[config.mk]
export PLATFORM = sky130hd
export DESIGN_NAME = pdu_io_map
export DESIGN_NICKNAME = d
export VERILOG_FILES = /design/src/rtl/pdu_io_pkg.sv /design/src/rtl/pdu_io_map_rise_edge.sv /design/src/rtl/pdu_io_map.sv
export SDC_FILE = /design/constraint.sdc
export NUM_CORES = 1
export LEC_CHECK = 0
export ABC_AREA = 1
export BUFFER_PORTS_ARGS = -buffer_cell sky130_fd_sc_hd__buf_2
export CAP_MARGIN = 20
export CORE_ASPECT_RATIO = 1.75
export CORE_MARGIN = 5
export CORE_UTILIZATION = 55
export DETAILED_ROUTE_END_ITERATION = 8
export MAX_ROUTING_LAYER = met4
export PLACE_DENSITY_LB_ADDON = 0.15
export SLEW_MARGIN = 20
export SYNTH_ARGS = -nofsm -noshare
export SYNTH_HDL_FRONTEND = slang
export SYNTH_SLANG_ARGS = --single-unit
[constraint.sdc]
create_clock -name clk -period 2.03 [get_ports clk]
set_clock_uncertainty 0.15 [all_clocks]
set_input_delay 0.3045 -clock clk [delete_from_list [all_inputs] [get_ports clk]]
set_output_delay 0.3045 -clock clk [all_outputs]
set_load 0.005 [all_outputs]
[src/rtl/pdu_io_pkg.sv]
// Shared address map and status-bit layout for the PDU I/O block.
package pdu_io_pkg;

   localparam logic [7:0] ADDR_LED      = 8'h00;
   localparam logic [7:0] ADDR_SW_STAT  = 8'h04;
   localparam logic [7:0] ADDR_SW_DATA  = 8'h08;
   localparam logic [7:0] ADDR_SEG_STAT = 8'h0C;
   localparam logic [7:0] ADDR_SEG_DATA = 8'h10;
   localparam logic [7:0] ADDR_BUTTONS  = 8'h14;
   localparam logic [7:0] ADDR_TIMER    = 8'h18;

   localparam int SW_STAT_VALID   = 0;
   localparam int SW_STAT_OVERRUN = 1;
   localparam int SEG_STAT_READY  = 0;

   localparam int PRESC_W = 16;

   typedef struct packed {
      logic [31:0] data;
      logic        overrun;
      logic        valid;
   } sw_mbox_t;

endpackage

[src/rtl/pdu_io_map_rise_edge.sv]
// Rising-edge detector: registers the previous level, pulses for one clk on a 0->1 change.
module rise_edge (
   input  logic clk,
   input  logic rstn,
   input  logic in,
   output logic pulse
);

   logic prev;

   // prev resets low so a level held through reset yields one pulse after release
   always_ff @(posedge clk or negedge rstn) begin
      if (!rstn) prev <= 1'b0;
      else       prev <= in;
   end

   assign pulse = in & ~prev;

endmodule

[src/rtl/pdu_io_map.sv]
// CPU-facing register file for the PDU panel: LEDs, switch/segment mailboxes, buttons, timer.
module pdu_io_map
   import pdu_io_pkg::*;
#(
   parameter int CNT_DIV = 100,
   parameter int LED_W   = 16
) (
   input  logic              clk,
   input  logic              rstn,
   input  logic [7:0]        io_addr,
   input  logic [31:0]       io_dout,
   input  logic              io_we,
   input  logic              io_rd,
   output logic [31:0]       io_din,
   input  logic              sw_we,
   input  logic [31:0]       switches_din,
   input  logic              seg_rd,
   output logic [31:0]       segment_dout,
   input  logic [31:0]       buttons_din,
   output logic [LED_W-1:0]  led_dout,
   output logic              sw_valid,
   output logic              seg_valid
);

   localparam logic [PRESC_W-1:0] PRESC_MAX = PRESC_W'(CNT_DIV - 1);

   sw_mbox_t           sw;
   logic               sw_rise, seg_rise;
   logic [31:0]        btn_s1, btn_s2;
   logic [31:0]        timer;
   logic [PRESC_W-1:0] presc;
   logic               tick;

   rise_edge u_sw_edge  (.clk(clk), .rstn(rstn), .in(sw_we),  .pulse(sw_rise));
   rise_edge u_seg_edge (.clk(clk), .rstn(rstn), .in(seg_rd), .pulse(seg_rise));

   wire wr_led   = io_we & (io_addr == ADDR_LED);
   wire wr_seg   = io_we & (io_addr == ADDR_SEG_DATA);
   wire wr_timer = io_we & (io_addr == ADDR_TIMER);
   wire rd_sw    = io_rd & (io_addr == ADDR_SW_DATA);

   always_ff @(posedge clk or negedge rstn) begin
      if (!rstn) led_dout <= '0;
      else if (wr_led) led_dout <= io_dout[LED_W-1:0];
   end

   // A new press in the same cycle as the data read wins and starts a fresh, non-overrun entry
   always_ff @(posedge clk or negedge rstn) begin
      if (!rstn) begin
         sw <= '0;
      end else if (sw_rise) begin
         sw.data    <= switches_din;
         sw.valid   <= 1'b1;
         sw.overrun <= sw.valid & ~rd_sw;
      end else if (rd_sw) begin
         sw.valid   <= 1'b0;
         sw.overrun <= 1'b0;
      end
   end

   always_ff @(posedge clk or negedge rstn) begin
      if (!rstn) begin
         segment_dout <= '0;
         seg_valid    <= 1'b0;
      end else if (wr_seg) begin
         segment_dout <= io_dout;
         seg_valid    <= 1'b1;
      end else if (seg_rise) begin
         seg_valid    <= 1'b0;
      end
   end

   always_ff @(posedge clk or negedge rstn) begin
      if (!rstn) begin
         btn_s1 <= '0;
         btn_s2 <= '0;
      end else begin
         btn_s1 <= buttons_din;
         btn_s2 <= btn_s1;
      end
   end

   assign tick = (presc == PRESC_MAX);

   always_ff @(posedge clk or negedge rstn) begin
      if (!rstn) begin
         presc <= '0;
         timer <= '0;
      end else if (wr_timer) begin
         presc <= '0;
         timer <= io_dout;
      end else begin
         presc <= tick ? '0 : presc + 1'b1;
         if (tick) timer <= timer + 32'd1;
      end
   end

   assign sw_valid = sw.valid;

   always_comb begin
      io_din = '0;
      case (io_addr)
         ADDR_LED:      io_din = 32'(led_dout);
         ADDR_SW_STAT: begin
            io_din[SW_STAT_VALID]   = sw.valid;
            io_din[SW_STAT_OVERRUN] = sw.overrun;
         end
         ADDR_SW_DATA:  io_din = sw.data;
         ADDR_SEG_STAT: io_din[SEG_STAT_READY] = ~seg_valid;
         ADDR_SEG_DATA: io_din = segment_dout;
         ADDR_BUTTONS:  io_din = btn_s2;
         ADDR_TIMER:    io_din = timer;
         default:       io_din = '0;
      endcase
   end

endmodule

==> results.json, run 1 <==
{
  "cts_sinks": 197,
  "crit_required_ps": 1580,
  "synthCells": 1146,
  "drtPass1Iterations": 5,
  "power.density_nw_per_um2": 741,
  "grt_usage_pct": 29.3,
  "overflow": 0,
  "fin_util_pct": 76.9,
  "synth_edf_count": 0,
  "path_class": "input pin to output pin",
  "reg2reg_from": "presc[0]",
  "hold_class": "input pin to flip-flop",
  "first_iter_violations": 418,
  "switching_power_mw": 2.64,
  "detail-route-antenna-nets": 0,
  "critPathLaunch": "io_addr[0]",
  "cts_tree": "yes",
  "path_max_fanout": 8,
  "synth_ff_type": "dfrtp_1",
  "grt_start_max_net_pins": 49,
  "hold_slack_ps": 11.5,
  "timing.rr.end": "timer[0]",
  "wl_um": 27300,
  "maxCapViolCount": 0,
  "hold_depth": 3,
  "core_um2": 16400,
  "num_vias": 8746,
  "start_util_pct": 55.7,
  "hp-start": "io_dout[2]",
  "cp.arrival_ps": 1560,
  "wl_per_cell_um": 15.9,
  "dieWidth_um": 107,
  "drive_gt1_share_pct": 23.6,
  "dieArea_um2": 19300,
  "p_int_mw": 6.68,
  "fillers": 1128,
  "place.detailed.hpwl_um": 18800,
  "viasPerCell": 5.09,
  "syn-mean-instance-area_um2": 7.95,
  "synth_seq_cells": 197,
  "ys_warn_count": 0,
  "combPwrFrac_pct": 14.9,
  "synthTopCellsByArea": "dfrtp_1 (54%), nand2_1 (18%), inv_1 (5.2%), nor2_1 (5.0%), nand3_1 (3.3%)",
  "synthToLayoutAreaGrowth_pct": 38.1,
  "synth.largest_area_cell": "dfrtp_1",
  "relSlewSlack_pct": 64.7,
  "synth_top_area_share_pct": 54.1,
  "power_frac_clock_pct": 36.4,
  "drcViolationCount": 0,
  "path_clk_slew_ps": 80,
  "grt_pass1_wl_um": 43500,
  "io_buffers": 191,
  "max_freq_mhz": 497,
  "nets": 1592,
  "cts_max_level": 4,
  "vdd_drop_max_mv": 0.625,
  "regToRegSetupSlack_ps": 190,
  "yosysMostFrequentCell": "nand2_1",
  "antenna_cells": 0,
  "synth.cell_area_um2": 9110,
  "power_leakage_nw": 6.65,
  "synthTopCellsByCount": "nand2_1 (429), dfrtp_1 (197), inv_1 (127), nor2_1 (121), nand3_1 (61)",
  "startpoint_type": "input pin",
  "synth-async-reset-ratio_pct": 100,
  "crit_end": "io_din[14]",
  "gp_routability_congestion": 0.895,
  "synth_cell_types": 30,
  "reg2reg_depth": 10,
  "ys_seq_area_share_pct": 54.1,
  "cts_buffers": 17,
  "seq_power_share_pct": 48.7,
  "synth_nets": 1258,
  "grt_pass1_vias": 8942,
  "worst_skew_pair.late_latency_ps": 440,
  "layout_min_cycle_time_ps": 2010,
  "timing.final.hold_violations": 0,
  "tightest_slew_ps": 527,
  "report.final.slew_viol_count": 0,
  "endpoint_kind": "output pin",
  "finalSetupViolations": 0,
  "clk_path_buf_depth": 2,
  "post-route-period-util_pct": 99.1,
  "die_h_um": 180,
  "sw_frac_of_total_pct": 28.3,
  "antenna_found_initial": 0,
  "rsz0062_at_grt": "true",
  "ios": 192,
  "cts-root-buf": "clkbuf_16",
  "fp-row-count": 62,
  "fin_tns_setup_ps": 0,
  "p_total_mw": 9.33,
  "outcome": "completed"
}
[logic make-up after synthesis]
| group | synth area share [%] |
|---|---|
| AO/OA/AOI/OAI | 4.05 |
| XOR/XNOR | 1.44 |
| adder cells (fa/ha/maj) | 0.274 |
| buffers and inverters | 7.47 |
| flip-flops | 54.1 |
| multiplexers | 1.98 |
| AND/OR/NAND/NOR | 30.7 |
[timing repair]
item	CTS	global route
endpoints found under the setup margin	47	38
setup buffers	2	4
resized for setup	14	32
gates cloned	0	2
hold buffers	93	0
endpoints found under the hold margin	148	0
pin swaps	1	11
[registers in the layout, summed over array words and instances (netlist names), 16 cells and up]
signal and count:
btn_s1 32, btn_s2 32, led_dout 16, presc 16, segment_dout 32, sw 33, timer 32
[power groups by stage]
stage | clock network, mW | logic (mW) | registers, mW
4_1_cts | 3.45 | 1.36 | 4.53
2_1_floorplan | 0 | 0.642 | 4.55
5_1_grt | 3.59 | 1.57 | 4.58
6_report | 3.40 | 1.39 | 4.54
3_5_place_dp | 0 | 1.21 | 4.60
3_3_place_gp | 0 | 1.17 | 4.59
[worst min path at each step]
stage | to | slack [ps]
floorplan | btn_s1[0] | -140
global placement | sw[4] | 120
detailed placement | sw[17] | 130
CTS | timer[13] | 5
global route | timer[12] | 20
finish | timer[2] | 10
[through the flow]
stage	instance area, µm²	instances	setup slack, ps
2_1_floorplan	9110	1146	207
3_3_place_gp	10800	1584	-60.6
3_5_place_dp	10800	1584	-113
4_1_cts	12400	1711	-7.80
5_1_grt	12600	1717	-72.8
6_report	12600	1717	19.0
[per-layer routing]
layer	share of wire [%]	global-route usage, %	wire length, µm	vias to the layer above
met5	0	-	0	-
met4	4.1	12.2	1130	0
met3	4.4	3.66	1200	72
met2	55	53.3	15000	299
met1	37	31.4	9970	4154
li1	-	-	-	4221
[cell type report]
| class | instances | area, µm² | share of cell area [%] |
|---|---|---|---|
| inverter | 132 | 503 | 3.99 |
| clock inverter | 15 | 168 | 1.33 |
| tap | 224 | 280 | 2.23 |
| multi-input combinational | 779 | 3620 | 28.8 |
| sequential | 197 | 4930 | 39.2 |
| timing repair buffer | 353 | 2660 | 21.2 |
| clock buffer | 17 | 425 | 3.38 |
[placed cells by master (no fill, tap or decap), types with 15 or more instances in the layout]
cell type / n
o21ai_1: 17
nand2_1: 415
nor2_1: 110
inv_1: 124
dfrtp_1: 197
dlygate4sd3_1: 93
clkbuf_16: 19
nand3_1: 61
a21oi_1: 21
mux2_2: 16
buf_2: 190
nand4_1: 23
buf_4: 47
nand2_2: 15
buf_12: 16
o21ai_0: 33
[worst max-delay path: stages]
cell,delay (ps)
buf_2,110
nor2_4,120
buf_6,110
nand2_4,40
nor2_4,140
nand2_4,80
inv_4,100
buf_12,150
nand2_1,70
nor3b_1,140
nand2_1,70
buf_2,110
Note: power is estimated with default switching activity, not from simulation.
==> inputs of run 2 (changes only) <==
--- a/config.mk
+++ b/config.mk
@@ -6,12 +6,13 @@
 export NUM_CORES = 1
 export LEC_CHECK = 0
 export ABC_AREA = 1
-export BUFFER_PORTS_ARGS = -buffer_cell sky130_fd_sc_hd__buf_2
+export BUFFER_PORTS_ARGS = -buffer_cell sky130_fd_sc_hd__buf_4
 export CAP_MARGIN = 20
 export CORE_ASPECT_RATIO = 1.75
 export CORE_MARGIN = 5
 export CORE_UTILIZATION = 55
 export DETAILED_ROUTE_END_ITERATION = 8
+export HOLD_SLACK_MARGIN = 0.05
 export MAX_ROUTING_LAYER = met4
 export PLACE_DENSITY_LB_ADDON = 0.15
 export SLEW_MARGIN = 20
==> results.json, run 2 (synthesized netlist as in run 1, its figures left out) <==
{
  "hold_class": "flip-flop to flip-flop",
  "cp.arrival_ps": 1630,
  "tightest_slew_ps": 639,
  "dieWidth_um": 107,
  "wl_per_cell_um": 17.0,
  "largest_register_ffs": 33,
  "num_vias": 9068,
  "path_max_fanout": 16,
  "grt_pass1_vias": 9337,
  "power_leakage_nw": 6.81,
  "power.density_nw_per_um2": 707,
  "fin_tns_setup_ps": -53.7,
  "multiInputGateArea_um2": 3620,
  "drive_gt1_share_pct": 23.9,
  "critical-path-max-stage-delay_ps": 270,
  "report.final.slew_viol_count": 0,
  "core_um2": 16400,
  "finalSetupViolations": 1,
  "cts-root-buf": "clkbuf_16",
  "layout_setup_ws_ps": -53.7,
  "cts_buffers": 17,
  "grt_pass1_wl_um": 45300,
  "place.detailed.hpwl_um": 18900,
  "timing.rr.end": "timer[0]",
  "gp_routability_congestion": 0.935,
  "layout_min_cycle_time_ps": 2080,
  "clk_path_buf_depth": 2,
  "crit_path_top_delay_cell": "nor3_4",
  "overflow": 0,
  "timing.final.hold_violations": 0,
  "crit_end": "io_din[11]",
  "crit_buf_inv": 5,
  "endpoint_kind": "output pin",
  "worst_skew_pair.late_latency_ps": 450,
  "antenna_cells": 0,
  "synthToLayoutAreaGrowth_pct": 45.2,
  "layout_commonest_cell": "nand2_1",
  "max_freq_mhz": 480,
  "relSlewSlack_pct": 57.3,
  "reg2reg_depth": 7,
  "dieArea_um2": 19300,
  "rsz0062_at_grt": "true",
  "ios": 192,
  "cp_num_cells": 10,
  "wl_um": 29400,
  "grt_start_max_net_pins": 49,
  "die_h_um": 180,
  "viasPerCell": 5.24,
  "cp_top_family": "simple AND/OR/NAND/NOR gates",
  "path_cells": "buf_4, inv_1, nor3_4, buf_4, nand2_2, buf_12, nor2_2, nor3b_1, nand2_1, buf_4",
  "outcome": "complete, but fails checks",
  "cts_sinks": 197,
  "cts_tree": "yes",
  "io_buffers": 191,
  "final_cell_mix": "nand2_1 (414), buf_4 (239), dfrtp_1 (197)",
  "reg2reg_from": "presc[11]",
  "startpoint_type": "input pin",
  "detail-route-antenna-nets": 0,
  "critPathLaunch": "io_addr[4]",
  "post-route-period-util_pct": 103,
  "largest_register": "sw",
  "vdd_drop_max_mv": 0.593,
  "fillers": 998,
  "fp-row-count": 62,
  "cpMostUsedCell": "buf_4",
  "grt_usage_pct": 30.7,
  "maxCapViolCount": 0,
  "nets": 1606,
  "regToRegSetupSlack_ps": 120,
  "start_util_pct": 55.7,
  "path_clk_slew_ps": 70,
  "hold_slack_ps": 199,
  "cts_max_level": 4,
  "antenna_found_initial": 0,
  "crit_required_ps": 1580,
  "drcViolationCount": 0,
  "drtPass1Iterations": 5,
  "regArea_um2": 4930,
  "hold_depth": 0,
  "first_iter_violations": 466,
  "violations": "negative setup slack",
  "path_class": "input pin to output pin"
}
run 2: area by class of cell:
class	instances	area share, %
flip-flops and latches	197	37.3
multi-input cells	779	27.4
repair buffers	367	25.0
inverters	132	3.93
clock buffers	19	3.27
well taps	224	2.12
clock inverters	13	1.06
run 2: where the power goes:
group	leakage (nW)	switching [mW]	internal [mW]	total (mW)
registers	2.44	0.281	4.27	4.55
logic	4.10	0.752	0.747	1.50
clock network	0.277	1.57	1.73	3.31
total	6.81	2.60	6.75	9.36
run 2: per-stage QoR:
| step | instances | area [µm²] | power [mW] | setup WS [ps] | util [%] |
|---|---|---|---|---|---|
| 6_report | 1731 | 13200 | 9.36 | -53.7 | 80.8 |
| 5_1_grt | 1731 | 13200 | 9.77 | -76.6 | 80.8 |
| 4_1_cts | 1722 | 13000 | 9.33 | -18.2 | 79.4 |
| 3_5_place_dp | 1584 | 11300 | 5.89 | -90.8 | 69.2 |
| 3_3_place_gp | 1584 | 11300 | 5.85 | -66.4 | 69.2 |
| 2_1_floorplan | 1146 | 9110 | 5.19 | 207 | - |
run 2: what timing repair did:
item	in CTS	in global routing
hold buffers	100	0
cloned	0	3
pin swaps	5	10
endpoints found under the setup margin	47	34
hold endpoints to repair	195	0
resized for setup	23	35
buffers inserted	6	6
run 2: per-layer routing:
layer,track usage [%],vias to the layer above,wire (µm)
li1,-,4238,-
met1,32.6,4280,10300
met2,54.4,435,15600
met3,4.77,115,1720
met4,14.9,0,1760
met5,-,-,0
run 2: worst min-delay path by stage:
stage	from	to	slack (ps)
finish	btn_s1[11]	btn_s2[11]	200
global route	btn_s1[6]	btn_s2[6]	200
CTS	btn_s1[5]	btn_s2[5]	200
detailed placement	rstn	sw[17]	140
global placement	rstn	sw[17]	130
floorplan	rstn	btn_s1[0]	-140
run 2: worst reg2reg max path, delay by kind of cell (launching register included):
kind	cells	cell delay [ps]
flip-flops	1	400
AND/OR/NAND/NOR	7	1300
